## src/rtl/shift_tx_ctrl_if.sv

```systemverilog
// Word handshake between a producer and shift_tx_ctrl.
// The master is the word producer and the slave is the controller.
interface shift_tx_ctrl_if #(
  parameter int SHIFT_WIDTH = 8
) ();
  logic [SHIFT_WIDTH-1:0] in_data;
  logic                   in_valid;
  logic                   in_ready;

  modport master (output in_data, output in_valid, input in_ready);
  modport slave  (input in_data, input in_valid, output in_ready);
endinterface

```

## src/rtl/shift_tx_ctrl.sv

```systemverilog
// shift_tx_ctrl: sequences a left-shifting `sr` instance to serialise each
// accepted word MSB-first, one shift every BIT_DIV clocks, then holds off
// new words for GAP_CYCLES idle clocks.
// Optional feature macro: SHIFT_TX_CTRL_PARITY_EN. When it is defined, an even
// parity bit is fed into shiftin on the first shift and leaves the register
// as bit NB = SHIFT_WIDTH+1.
module shift_tx_ctrl #(
  parameter int SHIFT_WIDTH = 8,
  parameter int BIT_DIV     = 4,
  parameter int GAP_CYCLES  = 2,
`ifdef SHIFT_TX_CTRL_PARITY_EN
  localparam int NB = SHIFT_WIDTH + 1,
`else
  localparam int NB = SHIFT_WIDTH,
`endif
  localparam int CW = $clog2(NB + 1)
) (
  input  logic                   clock,
  input  logic                   sclr,
  shift_tx_ctrl_if.slave         in_if,
  output logic                   sr_sclr,
  output logic                   sr_load,
  output logic                   sr_enable,
  output logic [SHIFT_WIDTH-1:0] sr_data,
  output logic                   sr_shiftin,
  output logic                   bit_strobe,
  output logic [CW-1:0]          bit_cnt,
  output logic                   done,
  output logic                   busy
);

  localparam int DW = (BIT_DIV > 1) ? $clog2(BIT_DIV) : 1;
  localparam int GW = (GAP_CYCLES > 1) ? $clog2(GAP_CYCLES) : 1;
  localparam logic [DW-1:0] DIV_LAST = DW'(BIT_DIV - 1);
  localparam logic [GW-1:0] GAP_LAST = GW'((GAP_CYCLES > 0) ? GAP_CYCLES - 1 : 0);
  localparam logic [CW-1:0] NB_C     = CW'(NB);

  typedef enum logic [1:0] {
    ST_IDLE  = 2'd0,
    ST_LOAD  = 2'd1,
    ST_SHIFT = 2'd2,
    ST_GAP   = 2'd3
  } state_t;

  state_t                 state_r, state_s;
  logic [DW-1:0]          div_r, div_s;
  logic [CW-1:0]          shift_cnt_r, shift_cnt_s;
  logic [GW-1:0]          gap_cnt_r, gap_cnt_s;
  logic                   sr_sclr_r;
  logic                   sr_load_r, sr_load_s;
  logic                   sr_enable_r, sr_enable_s;
  logic [SHIFT_WIDTH-1:0] sr_data_r, sr_data_s;
  logic                   bit_strobe_r, bit_strobe_s;
  logic [CW-1:0]          bit_cnt_r, bit_cnt_s;
  logic                   done_r, done_s;
  logic                   busy_r, busy_s;
  logic                   handshake_s;
  logic                   shift_now_s;

`ifdef SHIFT_TX_CTRL_PARITY_EN
  logic parity_r, parity_s;
  logic sr_shiftin_r, sr_shiftin_s;

  function automatic logic even_parity(input logic [SHIFT_WIDTH-1:0] word);
    return ^word;
  endfunction
`endif

  assign handshake_s = in_if.in_valid & ~busy_r;
  // A shift cycle is one in which the registered enable is high outside LOAD.
  assign shift_now_s = (state_r == ST_SHIFT) & sr_enable_r;

  // Next-state, counter and next-output decode for the frame sequencer
  always_comb begin
    state_s      = state_r;
    div_s        = div_r;
    shift_cnt_s  = shift_cnt_r;
    gap_cnt_s    = gap_cnt_r;
    sr_data_s    = sr_data_r;
    bit_strobe_s = 1'b0;
    bit_cnt_s    = {CW{1'b0}};
    done_s       = 1'b0;
`ifdef SHIFT_TX_CTRL_PARITY_EN
    parity_s     = parity_r;
`endif
    case (state_r)
      ST_IDLE: begin
        if (handshake_s) begin
          state_s     = ST_LOAD;
          sr_data_s   = in_if.in_data;
          div_s       = {DW{1'b0}};
          shift_cnt_s = {CW{1'b0}};
          gap_cnt_s   = {GW{1'b0}};
`ifdef SHIFT_TX_CTRL_PARITY_EN
          parity_s    = even_parity(in_if.in_data);
`endif
        end else begin
          state_s = ST_IDLE;
        end
      end
      ST_LOAD: begin
        state_s     = ST_SHIFT;
        div_s       = {DW{1'b0}};
        shift_cnt_s = {CW{1'b0}};
      end
      ST_SHIFT: begin
        div_s = (div_r == DIV_LAST) ? {DW{1'b0}} : div_r + DW'(1);
        if (shift_now_s) begin
          shift_cnt_s  = shift_cnt_r + CW'(1);
          bit_strobe_s = 1'b1;
          bit_cnt_s    = shift_cnt_r + CW'(1);
          done_s       = ((shift_cnt_r + CW'(1)) == NB_C);
        end else begin
          shift_cnt_s = shift_cnt_r;
        end
        // The frame ends once the cycle carrying the last bit has gone by.
        if (done_r) begin
          gap_cnt_s = {GW{1'b0}};
          state_s   = (GAP_CYCLES == 0) ? ST_IDLE : ST_GAP;
        end else begin
          state_s = ST_SHIFT;
        end
      end
      ST_GAP: begin
        if (gap_cnt_r == GAP_LAST) begin
          state_s = ST_IDLE;
        end else begin
          gap_cnt_s = gap_cnt_r + GW'(1);
        end
      end
      default: begin
        state_s = ST_IDLE;
      end
    endcase

    // Outputs are registered, so they are decoded from next-cycle values.
    sr_load_s   = (state_s == ST_LOAD);
    sr_enable_s = sr_load_s |
                  ((state_s == ST_SHIFT) & (div_s == DIV_LAST) & (shift_cnt_s < NB_C));
    busy_s      = (state_s != ST_IDLE);
`ifdef SHIFT_TX_CTRL_PARITY_EN
    // Parity enters the register on the first shift only.
    sr_shiftin_s = parity_s & (state_s == ST_SHIFT) & sr_enable_s &
                   (shift_cnt_s == {CW{1'b0}});
`endif
  end

  // Sequencer state and registered outputs; sclr abandons any frame
  always_ff @(posedge clock) begin
    if (sclr) begin
      state_r      <= ST_IDLE;
      div_r        <= {DW{1'b0}};
      shift_cnt_r  <= {CW{1'b0}};
      gap_cnt_r    <= {GW{1'b0}};
      sr_load_r    <= 1'b0;
      sr_enable_r  <= 1'b0;
      sr_data_r    <= {SHIFT_WIDTH{1'b0}};
      bit_strobe_r <= 1'b0;
      bit_cnt_r    <= {CW{1'b0}};
      done_r       <= 1'b0;
      busy_r       <= 1'b0;
`ifdef SHIFT_TX_CTRL_PARITY_EN
      parity_r     <= 1'b0;
      sr_shiftin_r <= 1'b0;
`endif
    end else begin
      state_r      <= state_s;
      div_r        <= div_s;
      shift_cnt_r  <= shift_cnt_s;
      gap_cnt_r    <= gap_cnt_s;
      sr_load_r    <= sr_load_s;
      sr_enable_r  <= sr_enable_s;
      sr_data_r    <= sr_data_s;
      bit_strobe_r <= bit_strobe_s;
      bit_cnt_r    <= bit_cnt_s;
      done_r       <= done_s;
      busy_r       <= busy_s;
`ifdef SHIFT_TX_CTRL_PARITY_EN
      parity_r     <= parity_s;
      sr_shiftin_r <= sr_shiftin_s;
`endif
    end
  end

  // Delayed copy of sclr so the shift register clears one cycle later
  always_ff @(posedge clock) begin
    sr_sclr_r <= sclr;
  end

  assign in_if.in_ready = ~busy_r;
  assign sr_sclr        = sr_sclr_r;
  assign sr_load        = sr_load_r;
  assign sr_enable      = sr_enable_r;
  assign sr_data        = sr_data_r;
  assign bit_strobe     = bit_strobe_r;
  assign bit_cnt        = bit_cnt_r;
  assign done           = done_r;
  assign busy           = busy_r;
`ifdef SHIFT_TX_CTRL_PARITY_EN
  assign sr_shiftin     = sr_shiftin_r;
`else
  assign sr_shiftin     = 1'b0;
`endif

endmodule

```

## src/flat_wrapper.sv

```systemverilog
// flat-port wrapper written by rule: the top's interface ports become plain ports
module shift_tx_ctrl_flat 
#(
  parameter int SHIFT_WIDTH = 8,
  parameter int BIT_DIV     = 4,
  parameter int GAP_CYCLES  = 2,

  localparam int NB = SHIFT_WIDTH,

  localparam int CW = $clog2(NB + 1)
)
  (clock, sclr, sr_sclr, sr_load, sr_enable, sr_data, sr_shiftin, bit_strobe, bit_cnt, done, busy, in_if_in_data, in_if_in_valid, in_if_in_ready);
  shift_tx_ctrl_if #(.SHIFT_WIDTH(SHIFT_WIDTH)) in_if_i ();
  input  logic clock;
  input  logic sclr;
  output logic sr_sclr;
  output logic sr_load;
  output logic sr_enable;
  output logic [SHIFT_WIDTH-1:0] sr_data;
  output logic sr_shiftin;
  output logic bit_strobe;
  output logic [CW-1:0] bit_cnt;
  output logic done;
  output logic busy;
  input wire logic [$bits(in_if_i.in_data)-1:0] in_if_in_data;
  input wire logic [$bits(in_if_i.in_valid)-1:0] in_if_in_valid;
  output wire logic [$bits(in_if_i.in_ready)-1:0] in_if_in_ready;
  assign in_if_i.in_data = in_if_in_data;
  assign in_if_i.in_valid = in_if_in_valid;
  assign in_if_in_ready = in_if_i.in_ready;
  shift_tx_ctrl #(.SHIFT_WIDTH(SHIFT_WIDTH), .BIT_DIV(BIT_DIV), .GAP_CYCLES(GAP_CYCLES)) u_core (.clock(clock), .sclr(sclr), .in_if(in_if_i), .sr_sclr(sr_sclr), .sr_load(sr_load), .sr_enable(sr_enable), .sr_data(sr_data), .sr_shiftin(sr_shiftin), .bit_strobe(bit_strobe), .bit_cnt(bit_cnt), .done(done), .busy(busy));
endmodule
```

## config.mk

```make
export PLATFORM = sky130hd
export DESIGN_NAME = shift_tx_ctrl_flat
export DESIGN_NICKNAME = d
export VERILOG_FILES = /design/src/rtl/shift_tx_ctrl_if.sv /design/src/rtl/shift_tx_ctrl.sv /design/src/flat_wrapper.sv
export SDC_FILE = /design/constraint.sdc
export NUM_CORES = 1
export LEC_CHECK = 0
export ABC_CLOCK_PERIOD_IN_PS = 1500
export CORE_MARGIN = 4
export CORE_UTILIZATION = 35
export DETAILED_ROUTE_END_ITERATION = 16
export GPL_ROUTABILITY_DRIVEN = 0
export HOLD_SLACK_MARGIN = 0.02
export SLEW_MARGIN = 20
export SYNTH_ARGS = -nofsm -noshare
export SYNTH_HDL_FRONTEND = slang
export SYNTH_SLANG_ARGS = --single-unit
```

## constraint.sdc

```tcl
create_clock -name clock -period 1.5 [get_ports clock]
set_input_delay 0.225 -clock clock [delete_from_list [all_inputs] [get_ports clock]]
set_output_delay 0.225 -clock clock [all_outputs]
set_load 0.005 [all_outputs]
```

-- After elaboration in Yosys (flattened, before gate mapping)
Index checks and enable logic that the tools add are counted.
Widths: inputs -> output; s select.
- bits in registers: 27
- latch bits: 0
- memory bits (writable): 0
- bits in read-only memories: 0
- bits of input ports: 11
- output and inout port bits: 20
- logic and storage cells: 56
- memories: 0
- add/subtract/negate cells: 3
- $mul: 0
- div/mod/pow operators: 0
- order comparisons: 1
- eq/ne operators: 10
- shift-type cells: 0
- mux-type cells: 15
- bitwise operators: 8
- reduce and logical (&&, ||, !) cells: 7
- operators with widths (kind ; count):
    $pmux 4 s3 ; 1
    $eq 2x2->1 const B ; 5
    $mux 4 ; 2
    $pmux 2 s4 ; 1
    $mux 1 ; 6
    $mux 2 ; 3
    $pmux 2 s3 ; 1
    $add 4x1->4 const B ; 1
    $and 1x1->1 ; 4
    $eq 2x1->1 const B ; 2
    $eq 4x4->1 const B ; 1
    $lt 4x4->1 const B ; 1
    $ne 2x1->1 const B ; 2
    $not 1->1 ; 3
    $pmux 1 s3 ; 1
    $reduce_and 3->1 ; 1
    $reduce_bool 3->1 ; 1
    $reduce_or 3->1 ; 1
    $add 2x1->2 const B ; 1
    $logic_not 2->1 ; 1
    $reduce_and 2->1 ; 1
    $reduce_bool 2->1 ; 1
    $reduce_or 2->1 ; 1
    $add 1x1->1 const B ; 1
    $or 1x1->1 ; 1

-- Depth between registers and ports, before layout
- depth after elaboration: 8
- gate-level depth with buffers: 5
- mapped depth without buffers: 5

-- Worst setup path before layout
Ideal clock, no wire load.
- path kind: register -> register
- start point: register u_core.div_r[0]
- end point: register u_core.sr_enable_r (netlist: u_core.sr_enable)
- data arrival time: 1252 ps
- data required time: 1428 ps
- path slack: 177 ps
- stages on the path, launching flop included: 6
- path buffers: 0
- period minus slack after synthesis: 1323 ps
- cells stage by stage: dfxtp_1 -> ha_1 -> or4b_4 -> o41ai_2 -> nand4_1 -> o21ai_1
- word-level cells in the longest chain between the ends: 7
- elaborated cells between the ends (all ways): 9
- RTL lines (what ; RTL line ; RTL):
    from (decl) ; shift_tx_ctrl.sv:46 ; logic [DW-1:0] div_r, div_s;
    from (signal assigned) ; shift_tx_ctrl.sv:152 ; div_r <= {DW{1'b0}};
    from (signal assigned) ; shift_tx_ctrl.sv:168 ; div_r <= div_s;
    $add 2x1->2 / $eq 2x2->1 (equally long branches) ; shift_tx_ctrl.sv:107 ; div_s = (div_r == DIV_LAST) ? {DW{1'b0}} : div_r + DW'(1);
    $mux 2 ; shift_tx_ctrl.sv:107 ;
    $pmux 2 s3 (*) ; shift_tx_ctrl.sv:86 ; case (state_r)
    $eq 2x2->1 (*) ; shift_tx_ctrl.sv:139 ; ((state_s == ST_SHIFT) & (div_s == DIV_LAST) & (shift_cnt_s < NB_C));
    $and 1x1->1 (*) (2 in a row) ; shift_tx_ctrl.sv:139 ;
    $or 1x1->1 (*) ; shift_tx_ctrl.sv:138 ; sr_enable_s = sr_load_s |
    to (signal assigned) ; shift_tx_ctrl.sv:172 ; sr_enable_r <= sr_enable_s;
    to (decl) ; shift_tx_ctrl.sv:51 ; logic sr_enable_r, sr_enable_s;
Every way passes the cells marked *; elsewhere a longest branch is shown, timed or not.
A chain may end at the register's enable or synchronous reset.

-- Worst setup path in the final report
- start point: register u_core.busy_r (netlist: u_core.busy)
- end point: output port in_if_in_ready
- word-level cells in the longest chain between the ends: 1
- RTL lines (what ; RTL line ; RTL):
    from (decl) ; shift_tx_ctrl.sv:56 ; logic busy_r, busy_s;
    from (signal assigned) ; shift_tx_ctrl.sv:177 ; busy_r <= busy_s;
    $not 1->1 ; shift_tx_ctrl.sv:190 ; assign in_if.in_ready = ~busy_r;
    to (decl) ; flat_wrapper.sv:27 ; output wire logic [$bits(in_if_i.in_ready)-1:0] in_if_in_ready;
Every way passes these cells.

==> PnR_summary.wiki <==
{| class="wikitable"
! Metric !! Value
|-
| Number of port buffers || 29
|-
| Number of hold-slack violations in the final timing report || 0
|-
| Std-Cell Rows || 19
|-
| Number of design-rule violations left by the first detailed-router iteration || 12
|-
| Area share of the largest cell type after synthesis || 0.518
|-
| TritonRoute pass-1 iters || 4
|-
| First-pass GRT wire length || 3780 um
|-
| FILL cells || 280
|-
| Final hold slack || 0.430 ns
|-
| Average via count per standard cell || 4.88
|-
| Worst-path clk slew || 0.15 ns
|-
| Share of layout cells above drive strength 1 || 0.154
|-
| Routed wire per std cell || 12.8 um
|-
| Post-CTS setup repair buffer count || 0
|-
| Number of maximum-capacitance constraint violations || 0
|-
| DRC errors left || 0
|-
| Final wirelength || 2310 um
|-
| Number of antenna violations at the first check in global routing || 0
|-
| Number of inserted diodes || 0
|-
| Peak supply drop || between 0.0004 and 0.0005 V
|-
| Worst-case clock buffer depth || 2
|-
| I/O pins || 31
|-
| Effective utilization at floorplan || 0.372
|-
| Cell total after placement || 176
|-
| Number of warnings reported in the yosys synthesis log || 0
|-
| Kind of end point of the critical path || output port
|-
| Number of H-tree branching levels || 1
|-
| Inserted Clock Buffers || 3
|-
| Top area cells in the synthesized netlist || sky130_fd_sc_hd__dfxtp_1 52%, sky130_fd_sc_hd__nand2_1 6.5%, sky130_fd_sc_hd__a21oi_1 5.3%
|-
| Setup repair after global routing missed its margin || false
|-
| Vias post-DR || ~880
|-
| Number of setup violations in the final report || 0
|-
| Critical path startpoint || u_core.busy$_SDFF_PP0_
|-
| Total of flip-flops plus latches after synthesis || 27
|-
| Capturing element of the worst setup path || in_if_in_ready
|-
| Final standard cell area without fillers || about 1400 sq um
|-
| Flip-flop cell with the highest count after synthesis || sky130_fd_sc_hd__dfxtp_1
|-
| Final period util || 0.962
|-
| CP Launch Type || flip-flop
|-
| Peak per-stage delay on the critical path || 0.49 ns
|-
| Proportion of synthesized flip-flops having asynchronous set or reset || 0
|-
| Sequential fraction of the synthesis area || 0.518
|-
| Buffer cell driving the clock tree root || sky130_fd_sc_hd__clkbuf_4
|-
| Worst path buffer plus inverter count || 2
|-
| Critical path start-end classification || reg2out
|-
| CTS tree || built
|-
| Number of enable flip-flop cells after synthesis || 0
|-
| Die boundary height || between 60 and 70 um
|-
| Arrival time of data at the critical path endpoint || 1.22 ns
|-
| DP Area || 1400 sq um
|-
| Area of the core region || about 2800 sq um
|-
| Maximum clock frequency || 693 MHz
|-
| Internal reg-to-reg setup slack || 0.07 ns
|-
| Post-route minimum period || 1.44 ns
|-
| Global-route total usage across every layer || 0.116
|-
| Distinct cell type count of the synthesized netlist || 37
|-
| Pin count of the biggest net entering global routing || 17
|-
| Source of the worst register-to-register timing path || u_core.div_r[0]$_SDFF_PP0_
|-
| CP Depth || 2
|-
| Area growth from synthesis to final layout || 37.7%
|-
| Reg2reg path depth || 5
|-
| Cell-by-cell listing of the critical path || inv_1, clkdlybuf4s50_1
|-
| Clock net sink count || 27
|-
| Biggest fanout along the worst timing path || 4
|-
| DPL Wire Length || 1690 um
|-
| Via count of the first global-routing pass || about 820
|-
| Family with the most delay on the worst path || buffers and inverters
|-
| Most area-hungry cell type in the Yosys netlist || sky130_fd_sc_hd__dfxtp_1
|-
| Required arrival time at the worst endpoint || 1.27 ns
|-
| Average cell area after synthesis || 9.23 sq um
|-
| Power Dens Cells || ~1100 nW/um^2
|-
| Netlist Area Pre-Place || 1040 sq um
|-
| Run status || finished, final reports clean
|-
| Leakage power || ~0.00058 uW
|-
| Final count of pins violating max slew || 0
|-
| Final cell utilization of the core || 0.512
|-
| Width of the die || 62.6 um
|-
| Clock Skews || approximately 0.005 ns
|-
| Number of buffers added to fix hold violations after cts || 0
|-
| Non-filler cells, final || 180
|-
| Number of instances in the synthesized netlist || 113
|-
| Class of the tightest hold or removal check || in2reg
|-
| Fin nets || approximately 160
|-
| Worst R2R End || u_core.sr_enable$_SDFF_PP0_
|-
| Critical-path cell with the highest stage delay || sky130_fd_sc_hd__clkdlybuf4s50_1
|-
| Number of gates resized after cts || 0
|-
| GRT Residual Overflow || 0
|-
| Source-to-sink clock delay at the later pin of the worst-skew pair || 0.32 ns
|-
| Routed Antenna Nets || 0
|-
| Syn nets || 126
|-
| Die footprint || 3920 sq um
|}
==> tightest hold or removal path: cells and delay by family <==
family	cells	cell delay (ns)
buffers and inverters	1	0.40
AND/OR/NAND/NOR	1	0.05
AO/OA/AOI/OAI	1	0.05
==> sequential cells by signal (all words and copies together) (netlist names), 2 cells and up <==
name and count:
u_core.bit_cnt 4, u_core.div_r 2, u_core.shift_cnt_r 4, u_core.sr_data 8, u_core.state_r 2
==> through the flow <==
stage          total power [uW]  worst slack, ns  setup TNS, ns
4_1_cts                    1570           0.0151              0
5_1_grt                    1660          0.00552              0
2_1_floorplan              1040            0.177              0
6_report                   1560           0.0575              0
3_5_place_dp               1250          -0.0704         -0.283
3_3_place_gp               1250          -0.0448         -0.175
==> placed cells by master (no fill, tap or decap), drive strengths merged, types with 5 or more instances in the layout <==
master / synthesis / routed
inv: 5 / 5
nand2: 18 / 18
dfxtp: 27 / 27
a21oi: 11 / 11
nor2: 9 / 9
buf: 3 / 8
clkdlybuf4s50: 0 / 29
==> layer usage <==
layer  vias up  GRT usage  part of all wire
met5         -          0                 0
met4         0     0.0468            0.0069
met3         2     0.0378             0.066
met2        25      0.181              0.46
met1       396      0.146              0.47
li1        455          -                 -
==> kinds of logic after synthesis <==
| logic type | Yosys count | share of synthesized area |
|---|---|---|
| adders and majority gates | 2 | 0.0240 |
| buffers and inverters | 10 | 0.0480 |
| xor gates and xnor gates | 2 | 0.0168 |
| other | 1 | 0.00359 |
| DFF | 27 | 0.518 |
| AOI/OAI and AO/OA | 26 | 0.167 |
| and+or+nand+nor | 45 | 0.223 |
==> area by class of cell <==
class	instances	area [sq um]	area share
inverter	5	18.8	0.0131
multi-input combinational	76	453	0.315
clock inverter	1	7.51	0.00523
sequential	27	546	0.380
timing repair buffer	37	350	0.244
clock buffer	3	22.5	0.0157
tap	31	38.8	0.0270
==> synthesized netlist by cell type, drive strengths merged (2+ instances only) <==
cell    count
dfxtp      27
nand2      18
a21oi      11
nor2        9
inv         5
a21o        3
and2        3
buf         3
nor2b       3
o21ai       3
a211oi      2
clkbuf      2
ha          2
nand2b      2
or3         2
xnor2       2
==> power by group <==
part	internal, uW	switching (uW)
Combinational	227	168
Sequential	783	60.5
Clock	102	218
Total	1110	447
==> worst min path at each step <==
| stage | from | to | slack (ns) | cells past startpoint |
|---|---|---|---|---|
| 3_3_place_gp | u_core.sr_data[3]$_SDFFE_PP0P_ | u_core.sr_data[3]$_SDFFE_PP0P_ | 0.44 | 2 |
| 2_1_floorplan | sclr | u_core.sr_sclr$_DFF_P_ | 0.25 | 0 |
| 4_1_cts | in_if_in_data[1] | u_core.sr_data[1]$_SDFFE_PP0P_ | 0.43 | 3 |
| 5_1_grt | in_if_in_data[0] | u_core.sr_data[0]$_SDFFE_PP0P_ | 0.43 | 3 |
| 3_5_place_dp | u_core.sr_data[6]$_SDFFE_PP0P_ | u_core.sr_data[6]$_SDFFE_PP0P_ | 0.45 | 2 |
| 6_report | in_if_in_data[4] | u_core.sr_data[4]$_SDFFE_PP0P_ | 0.43 | 3 |
Note: power is estimated with default switching activity, not from simulation.
